## src/rtl/wb_cpu_master_if.sv

```systemverilog
// wb_cpu_master_if
//   Bundles the CPU request handshake from the UART packet decoder, the
//   Wishbone classic master/slave signals and the error status of
//   wb_cpu_master.
//   Parameters: dw (data width), aw (address width).
//   Modports:
//     master : the bus master (wb_cpu_master). It consumes the cpu_* request
//              and the wb_* slave response, and drives cpu_active,
//              cpu_data_rd, the wb_* master outputs, bus_error and timeout.
//     slave  : the opposite side (the decoder plus the Wishbone slave).
interface wb_cpu_master_if #(
  parameter int unsigned dw = 32,
  parameter int unsigned aw = 32
);
  // CPU request side
  logic          cpu_start;
  logic          cpu_write;
  logic [aw-1:0] cpu_address;
  logic [3:0]    cpu_selection;
  logic [dw-1:0] cpu_data_wr;
  logic [dw-1:0] cpu_data_rd;
  logic          cpu_active;

  // Wishbone master outputs
  logic [aw-1:0] wb_adr_o;
  logic [dw-1:0] wb_dat_o;
  logic [3:0]    wb_sel_o;
  logic          wb_we_o;
  logic          wb_cyc_o;
  logic          wb_stb_o;

  // Wishbone slave response
  logic [dw-1:0] wb_dat_i;
  logic          wb_ack_i;
  logic          wb_err_i;

  // Status
  logic          bus_error;
  logic          timeout;

  modport master (
    input  cpu_start, cpu_write, cpu_address, cpu_selection, cpu_data_wr,
    input  wb_dat_i, wb_ack_i, wb_err_i,
    output cpu_data_rd, cpu_active,
    output wb_adr_o, wb_dat_o, wb_sel_o, wb_we_o, wb_cyc_o, wb_stb_o,
    output bus_error, timeout
  );

  modport slave (
    output cpu_start, cpu_write, cpu_address, cpu_selection, cpu_data_wr,
    output wb_dat_i, wb_ack_i, wb_err_i,
    input  cpu_data_rd, cpu_active,
    input  wb_adr_o, wb_dat_o, wb_sel_o, wb_we_o, wb_cyc_o, wb_stb_o,
    input  bus_error, timeout
  );
endinterface

```

## src/rtl/wb_cpu_master.sv

```systemverilog
// wb_cpu_master
//   Single-transfer Wishbone classic bus master. Turns one CPU request from
//   the UART packet decoder into one Wishbone read or write cycle, reports
//   slave errors and, optionally, bus timeouts.
//
//   Optional feature macro: WB_MASTER_TIMEOUT_EN
//     defined   : an 8-bit counter aborts a BUS phase after TIMEOUT_CYCLES
//                 cycles without ack/err (error exit, timeout=1).
//     undefined : BUS waits indefinitely, timeout is tied to 0.
//
//   Parameters: dw (data width), aw (address width),
//               TIMEOUT_CYCLES (1..255, used only with the timeout macro).
//   Ports:
//     clk  : clock
//     rst  : synchronous, active-high reset; abandons any bus cycle
//     bus  : wb_cpu_master_if.master
//            cpu_start/cpu_write/cpu_address/cpu_selection/cpu_data_wr in,
//            cpu_active/cpu_data_rd out, wb_* master outputs,
//            wb_dat_i/wb_ack_i/wb_err_i in, bus_error/timeout out.
//   All outputs are registered and reset to 0.
module wb_cpu_master #(
  parameter int unsigned dw             = 32,
  parameter int unsigned aw             = 32,
  parameter int unsigned TIMEOUT_CYCLES = 255
) (
  input logic             clk,
  input logic             rst,
  wb_cpu_master_if.master bus
);

  typedef enum logic [1:0] {
    S_IDLE    = 2'd0,
    S_BUS     = 2'd1,
    S_RELEASE = 2'd2
  } state_t;

  localparam logic [dw-1:0] ERR_DATA = dw'(32'hDEADBEEF);

  if (TIMEOUT_CYCLES == 0 || TIMEOUT_CYCLES > 255) begin : g_bad_timeout
    $error("wb_cpu_master: TIMEOUT_CYCLES must be in 1..255");
  end

  state_t        r_state, w_state;
  logic [aw-1:0] r_adr,   w_adr;
  logic [dw-1:0] r_dat,   w_dat;
  logic [3:0]    r_sel,   w_sel;
  logic          r_we,    w_we;
  logic          r_cyc,   w_cyc;
  logic          r_active, w_active;
  logic [dw-1:0] r_rd,    w_rd;
  logic          r_berr,  w_berr;
  logic          w_expire;

`ifdef WB_MASTER_TIMEOUT_EN
  localparam logic [7:0] TMO_LIMIT = 8'(TIMEOUT_CYCLES);

  logic [7:0] r_cnt, w_cnt, w_cnt_inc;
  logic       r_tmo, w_tmo;

  // Expiry is judged on the incremented value, so the stb window is exactly
  // TIMEOUT_CYCLES BUS cycles long.
  assign w_cnt_inc = r_cnt + 8'd1;
  assign w_expire  = (r_state == S_BUS) && (w_cnt_inc == TMO_LIMIT);

  always_comb begin
    w_cnt = r_cnt;
    w_tmo = r_tmo;
    case (r_state)
      S_IDLE: begin
        if (bus.cpu_start) begin
          w_cnt = '0;
          w_tmo = 1'b0;
        end
      end
      S_BUS: begin
        // A response on the expiry cycle beats the timeout.
        if (!bus.wb_ack_i && !bus.wb_err_i) begin
          if (w_expire) w_tmo = 1'b1;
          else          w_cnt = w_cnt_inc;
        end
      end
      default: ;
    endcase
  end

  always_ff @(posedge clk) begin
    if (rst) begin
      r_cnt <= '0;
      r_tmo <= 1'b0;
    end else begin
      r_cnt <= w_cnt;
      r_tmo <= w_tmo;
    end
  end

  assign bus.timeout = r_tmo;
`else
  assign w_expire    = 1'b0;
  assign bus.timeout = 1'b0;
`endif

  // Next-state and next-output logic.
  always_comb begin
    w_state  = r_state;
    w_adr    = r_adr;
    w_dat    = r_dat;
    w_sel    = r_sel;
    w_we     = r_we;
    w_cyc    = r_cyc;
    w_active = r_active;
    w_rd     = r_rd;
    w_berr   = r_berr;
    case (r_state)
      S_IDLE: begin
        if (bus.cpu_start) begin
          w_adr    = bus.cpu_address;
          w_dat    = bus.cpu_data_wr;
          w_sel    = bus.cpu_selection;
          w_we     = bus.cpu_write;
          w_cyc    = 1'b1;
          w_active = 1'b1;
          w_berr   = 1'b0;
          w_state  = S_BUS;
        end
      end
      S_BUS: begin
        // err has priority over ack; a timeout only counts with no ack.
        if (bus.wb_err_i || (w_expire && !bus.wb_ack_i)) begin
          w_cyc    = 1'b0;
          w_we     = 1'b0;
          w_active = 1'b0;
          w_berr   = 1'b1;
          if (!r_we) w_rd = ERR_DATA;
          w_state  = S_RELEASE;
        end else if (bus.wb_ack_i) begin
          w_cyc    = 1'b0;
          w_we     = 1'b0;
          w_active = 1'b0;
          if (!r_we) w_rd = bus.wb_dat_i;
          w_state  = S_RELEASE;
        end
      end
      S_RELEASE: begin
        // Wait for the decoder to withdraw its request so a held cpu_start
        // cannot launch a second transfer.
        w_active = 1'b0;
        if (!bus.cpu_start) w_state = S_IDLE;
      end
      default: begin
        w_state  = S_IDLE;
        w_cyc    = 1'b0;
        w_we     = 1'b0;
        w_active = 1'b0;
      end
    endcase
  end

  always_ff @(posedge clk) begin
    if (rst) begin
      r_state  <= S_IDLE;
      r_adr    <= '0;
      r_dat    <= '0;
      r_sel    <= '0;
      r_we     <= 1'b0;
      r_cyc    <= 1'b0;
      r_active <= 1'b0;
      r_rd     <= '0;
      r_berr   <= 1'b0;
    end else begin
      r_state  <= w_state;
      r_adr    <= w_adr;
      r_dat    <= w_dat;
      r_sel    <= w_sel;
      r_we     <= w_we;
      r_cyc    <= w_cyc;
      r_active <= w_active;
      r_rd     <= w_rd;
      r_berr   <= w_berr;
    end
  end

  assign bus.wb_adr_o    = r_adr;
  assign bus.wb_dat_o    = r_dat;
  assign bus.wb_sel_o    = r_sel;
  assign bus.wb_we_o     = r_we;
  assign bus.wb_cyc_o    = r_cyc;
  assign bus.wb_stb_o    = r_cyc;
  assign bus.cpu_active  = r_active;
  assign bus.cpu_data_rd = r_rd;
  assign bus.bus_error   = r_berr;

endmodule
```

## src/flat_wrapper.sv

```systemverilog
// flat-port wrapper written by rule: the top's interface ports become plain ports
module wb_cpu_master_flat 
#(
  parameter int unsigned dw             = 32,
  parameter int unsigned aw             = 32,
  parameter int unsigned TIMEOUT_CYCLES = 255
)
  (clk, rst, bus_cpu_start, bus_cpu_write, bus_cpu_address, bus_cpu_selection, bus_cpu_data_wr, bus_wb_dat_i, bus_wb_ack_i, bus_wb_err_i, bus_cpu_data_rd, bus_cpu_active, bus_wb_adr_o, bus_wb_dat_o, bus_wb_sel_o, bus_wb_we_o, bus_wb_cyc_o, bus_wb_stb_o, bus_bus_error, bus_timeout);
  wb_cpu_master_if #(.dw(dw), .aw(aw)) bus_i ();
  input logic clk;
  input logic rst;
  input wire logic [$bits(bus_i.cpu_start)-1:0] bus_cpu_start;
  input wire logic [$bits(bus_i.cpu_write)-1:0] bus_cpu_write;
  input wire logic [$bits(bus_i.cpu_address)-1:0] bus_cpu_address;
  input wire logic [$bits(bus_i.cpu_selection)-1:0] bus_cpu_selection;
  input wire logic [$bits(bus_i.cpu_data_wr)-1:0] bus_cpu_data_wr;
  input wire logic [$bits(bus_i.wb_dat_i)-1:0] bus_wb_dat_i;
  input wire logic [$bits(bus_i.wb_ack_i)-1:0] bus_wb_ack_i;
  input wire logic [$bits(bus_i.wb_err_i)-1:0] bus_wb_err_i;
  output wire logic [$bits(bus_i.cpu_data_rd)-1:0] bus_cpu_data_rd;
  output wire logic [$bits(bus_i.cpu_active)-1:0] bus_cpu_active;
  output wire logic [$bits(bus_i.wb_adr_o)-1:0] bus_wb_adr_o;
  output wire logic [$bits(bus_i.wb_dat_o)-1:0] bus_wb_dat_o;
  output wire logic [$bits(bus_i.wb_sel_o)-1:0] bus_wb_sel_o;
  output wire logic [$bits(bus_i.wb_we_o)-1:0] bus_wb_we_o;
  output wire logic [$bits(bus_i.wb_cyc_o)-1:0] bus_wb_cyc_o;
  output wire logic [$bits(bus_i.wb_stb_o)-1:0] bus_wb_stb_o;
  output wire logic [$bits(bus_i.bus_error)-1:0] bus_bus_error;
  output wire logic [$bits(bus_i.timeout)-1:0] bus_timeout;
  assign bus_i.cpu_start = bus_cpu_start;
  assign bus_i.cpu_write = bus_cpu_write;
  assign bus_i.cpu_address = bus_cpu_address;
  assign bus_i.cpu_selection = bus_cpu_selection;
  assign bus_i.cpu_data_wr = bus_cpu_data_wr;
  assign bus_i.wb_dat_i = bus_wb_dat_i;
  assign bus_i.wb_ack_i = bus_wb_ack_i;
  assign bus_i.wb_err_i = bus_wb_err_i;
  assign bus_cpu_data_rd = bus_i.cpu_data_rd;
  assign bus_cpu_active = bus_i.cpu_active;
  assign bus_wb_adr_o = bus_i.wb_adr_o;
  assign bus_wb_dat_o = bus_i.wb_dat_o;
  assign bus_wb_sel_o = bus_i.wb_sel_o;
  assign bus_wb_we_o = bus_i.wb_we_o;
  assign bus_wb_cyc_o = bus_i.wb_cyc_o;
  assign bus_wb_stb_o = bus_i.wb_stb_o;
  assign bus_bus_error = bus_i.bus_error;
  assign bus_timeout = bus_i.timeout;
  wb_cpu_master #(.dw(dw), .aw(aw), .TIMEOUT_CYCLES(TIMEOUT_CYCLES)) u_core (.clk(clk), .rst(rst), .bus(bus_i));
endmodule
```

## config.mk

```make
export PLATFORM = sky130hd
export DESIGN_NAME = wb_cpu_master_flat
export DESIGN_NICKNAME = d
export VERILOG_FILES = /design/src/rtl/wb_cpu_master_if.sv /design/src/rtl/wb_cpu_master.sv /design/src/flat_wrapper.sv
export SDC_FILE = /design/constraint.sdc
export NUM_CORES = 1
export LEC_CHECK = 0
export BUFFER_PORTS_ARGS = -buffer_cell sky130_fd_sc_hd__buf_2
export CAP_MARGIN = 20
export CELL_PAD_IN_SITES_DETAIL_PLACEMENT = 1
export CELL_PAD_IN_SITES_GLOBAL_PLACEMENT = 1
export CORE_ASPECT_RATIO = 1.25
export CORE_UTILIZATION = 33
export DETAILED_ROUTE_END_ITERATION = 8
export GPL_ROUTABILITY_DRIVEN = 0
export PLACE_DENSITY = 0.85
export SLEW_MARGIN = 20
export SYNTH_ARGS = -nofsm -noshare
export SYNTH_HDL_FRONTEND = slang
export SYNTH_SLANG_ARGS = --single-unit
```

## constraint.sdc

```tcl
create_clock -name clk -period 3.2 [get_ports clk]
set_input_delay 0.64 -clock clk [delete_from_list [all_inputs] [get_ports clk]]
set_output_delay 0.64 -clock clk [all_outputs]
set_load 0.02 [all_outputs]
```

Word level (Yosys, flattened, before mapping) --
Cells that the tools add are included.
Storage, ports and cells: input port bits 106, output and inout port bits 106, register bits after elaboration 106
Operators by class: bitwise gates (word level) 2, mux-type cells 19, equality and inequality tests 6, reductions and logical operators 9
Operators by type and width (count):
- 32-bit two-way mux | 4
- 3-bit AND reduction | 4
- 2-bit two-way mux | 4
- 1-bit two-way mux | 6
- 2-bit != test, second input constant | 3
- 1-bit one-hot mux with 3 select lines | 2
- 2-bit one-hot mux with 3 select lines | 1
- 1-bit one-hot mux with 2 select lines | 2
- 2-bit AND reduction | 2
- 2-bit nonzero test | 2
- 3-bit != test, second input constant | 1
- 2-bit by 1-bit == test with 1-bit output, second input constant | 1
- 2-bit == test, second input constant | 1
- 2-bit logical NOT | 1
- 1-bit inverter | 2

Logic depth before layout (Yosys ltp) --
depth after elaboration 3, mapped depth 7, mapped depth without buffers 3

Least setup slack after synthesis --
OpenSTA, ideal clock, no wires.
path type input-to-reg, from input bus_wb_err_i, to register u_core.r_rd[4] (netlist: u_core.bus.cpu_data_rd[4]), buffers on the path 2, data arrival time 1.520 ns, stages 5, setup time 0.070 ns, slack 1.609 ns, path through buf_2 o21a_1 clkbuf_1 nand4b_1 a21oi_1
Between the ends: longest elaborated chain between the ends 2, elaborated cells on any way between the ends 3, classes of those cells 1 x mux; 2 x reduce/logical
Ends and longest elaborated chain:
- start, declared | RTL line flat_wrapper.sv:19 | input wire logic [$bits(bus_i.wb_err_i)-1:0] bus_wb_err_i;
- 2-bit nonzero test (no line)
- 3-bit AND reduction (no line)
- end signal, assigned | RTL line wb_cpu_master.sv:177 | r_rd <= w_rd;
- end, declared | RTL line wb_cpu_master.sv:50 | logic [dw-1:0] r_rd, w_rd;
Several ways; a longest one is shown, not always the timed one. A chain may end at the register's enable or synchronous reset.

Final worst setup path --
from register u_core.r_state[1], to register u_core.r_dat[11] (netlist: u_core.bus.wb_dat_o[11])
Between the ends: longest elaborated chain between the ends 2
Ends and longest elaborated chain:
- start, declared | RTL line wb_cpu_master.sv:43 | state_t r_state, w_state;
- start signal, assigned | RTL line wb_cpu_master.sv:170 | r_state <= w_state;
- 2-bit logical NOT | RTL line wb_cpu_master.sv:113 | case (r_state)
- 2-bit AND reduction (no line)
- end signal, assigned | RTL line wb_cpu_master.sv:172 | r_dat <= w_dat;
- end, declared | RTL line wb_cpu_master.sv:45 | logic [dw-1:0] r_dat, w_dat;
Every way passes these cells.

==> metrics.md <==
| Metric | Value |
|---|---|
| Status | `completed` |
| Post-layout min period | `2.146 ns` |
| FF+latch count, synth | `106` |
| Fin. max-slew vios | `0` |
| Number of global-route vias before repair | `3,917` |
| P_leak | `2.421 nW` |
| Finish-stage setup viols | `0` |
| Synthesis warning total | `0` |
| Post-synth top area cell | `dfxtp_1` |
| Die width | `slightly below 100 um` |
| Syn nets | `slightly below 600` |
| GR Overflow Total | `0` |
| Post-CTS Setup Bufs | `0` |
| Critical path class | `reg2reg` |
| Cell area after layout | `5290 um^2` |
| Relative slew slack | `0.4114` |
| Initial Utilization | `0.3372` |
| Synth area leaders | `dfxtp_1 54%, a21oi_1 13%, nand2_1 13%` |
| Synth Instances | `480` |
| Placed Area | `4956 um^2` |
| HP Class | `reg2reg` |
| PostCTS Resize Cnt | `0` |
| Asr flop ratio synth | `0` |
| Port Buffers | `210` |
| Setup TNS | `0 ns` |
| Longest Clk Path Bufs | `2` |
| Commonest cells post-synth | `137 x nand2_1, 106 x dfxtp_1, 105 x a21oi_1` |
| Residual DRC | `0` |
| Clk Latency, worst-skew pair | `roughly 0.33 ns` |
| Maximum number of pins on one net before global-route repair | `107` |
| Antenna cells | `0` |
| GRT Util Overall | `0.1893` |
| Vias per cell | `roughly 5` |
| CTS tree | `done` |
| I/O Pins | `between 200 and 250` |
| Htree depth | `3` |
| Endpoint class of the critical path | `register` |
| Share of layout cells above drive strength 1 | `0.3564` |
| Primary FF master, synth | `dfxtp_1` |
| Crit Path Max Fanout | `43` |
| Num CTS Buffers | `9` |
| Nets | `766` |
| Seq/Total Area, Yosys | `0.5443` |
| WP data arrival | `2.41 ns` |
| Synth top area share | `0.5443` |
| Die area | `12,260 um^2` |
| Setup WS pre-CTS | `0.7717 ns` |
| Average size of a mapped cell | `8.122 um^2` |
| Period utilisation layout | `0.6707` |
| Clock sink total | `106` |
| Peak supply drop | `0.2237 mV` |
| Per-cell routed wire length | `15.12 um` |
| Most frequent cell after synthesis | `nand2_1` |
| Iter 0 DRT Violations | `98` |
| Final ANT Viol Nets | `0` |
| Drt total wl | `12.14 mm` |
| Initial antenna violation count | `0` |
| Post-synth cell types | `23` |
| Setup ws final | `1.054 ns` |
| Critical path required time | `3.46 ns` |
| Area of the mapped netlist | `3899 um^2` |
| Max-cap viol count | `0` |
| Fmax | `around 470 MHz` |
| Final Hold Fails | `0` |
| Cell row count | `44` |
| RSZ-0062 raised after global routing | `no` |
| Pre-Repair DR Iteration Count | `4` |
| Total power | `3.107 mW` |
| Total core area | `11,560 um^2` |
| Post-synth EDFFs | `0` |
| Die H | `~120 um` |
| First-pass GRT wire length | `18.58 mm` |
| Startpoint types | `register` |
| Pwr dens | `roughly 590 nW/um^2` |
| Root Driver | `clkbuf_16` |
| Worst-path clk slew | `0.07 ns` |
| Clk_skew | `0.008117 ns` |
| Synth-to-layout area growth | `35.69%` |
| Final Util | `0.4576` |
| Worst-margin pin slew | `between 0.8 and 0.9 ns` |
| Routed vias | `3,972` |
| Detailed Place HPWL | `8.545 mm` |
| Hold-fix buffers, CTS | `0` |
## area by class of cell
class,count,area [um^2]
Fill cell,1479,6271
Sequential cell,106,2122
Multi-Input combinational cell,325,1546
Timing Repair Buffer,217,1139
Clock buffer,12,256.5
Tap cell,138,172.7
Clock inverter,4,50.05
Inverter,1,3.754
## worst max-delay path: stages, from the launching register on
cell,delay [ns]
dfxtp_1,0.57
or3b_2,0.78
buf_4,0.42
nand2_1,0.10
a21oi_1,0.18
## metal layers
metal	global-route usage	vias to the layer above	wire [um]
met5	0	-	0
met4	0.07721	0	197
met3	0.03957	14	637
met2	0.3585	117	6463
met1	0.2039	1862	4843
li1	-	1979	-
## cell families (layout without fill, tap and decap cells)
logic type,count (synthesis),count (layout),synth area share
AND/OR/NAND/NOR,205,205,0.2372
flip-flops,106,106,0.5443
AO/OA/AOI/OAI,118,118,0.1528
buffers and inverters,49,234,0.06226
multiplexers,1,1,0.002567
other,1,1,0.0009618
## cells in the final DEF (no fill, tap or decap)
cell / instances
mux2i_1: 1
clkinv_2: 1
a21oi_1: 105
nor2b_1: 2
nand2_1: 137
o21ai_2: 1
or3b_2: 1
o21ai_1: 3
or2_2: 1
bufinv_16: 1
conb_1: 1
inv_1: 1
nor3b_4: 1
buf_16: 1
clkinvlp_4: 2
clkbuf_1: 1
nor2_1: 3
o31ai_1: 1
nor3_1: 26
nand3_1: 1
nor2_2: 1
nand4b_1: 8
o21a_1: 1
buf_4: 6
clkbuf_8: 2
clkbuf_16: 9
buf_12: 1
nor4_1: 24
o21ai_0: 7
buf_2: 209
dfxtp_1: 106
## through the flow
stage | hold slack (ns) | std cells
6_report | 0.4516 | 803
5_1_grt | 0.4805 | 803
4_1_cts | 0.4530 | 802
3_5_place_dp | 0.4440 | 786
3_3_place_gp | 0.4383 | 786
2_1_floorplan | 0.5224 | 480
## report_power, final
part	internal (mW)	switching, mW	leakage [nW]
combinational	0.185	0.343	1.41
sequential	1.41	0.0482	0.869
clock	0.649	0.475	0.145
## registers in the layout, indices dropped and copies added, names as in the netlist
name,count
u_core.r_state,2
u_core.bus.wb_adr_o,32
u_core.bus.wb_dat_o,32
u_core.bus.wb_sel_o,4
u_core.bus.wb_cyc_o,1
u_core.bus.cpu_data_rd,32
u_core.bus.cpu_active,1
u_core.bus.bus_error,1
u_core.bus.wb_we_o,1
## final timing paths
kind	startpoint	cells past startpoint	to	slack, ns
setup / recovery	u_core.r_state[1]	4	u_core.bus.wb_dat_o[11]	1.05
hold / removal	u_core.bus.wb_dat_o[2]	2	u_core.bus.wb_dat_o[2]	0.45
setup reg to reg	u_core.r_state[1]	4	u_core.bus.wb_dat_o[11]	1.05
hold reg to reg	u_core.bus.wb_dat_o[2]	2	u_core.bus.wb_dat_o[2]	0.45
Power figures use the tool's default switching activity.
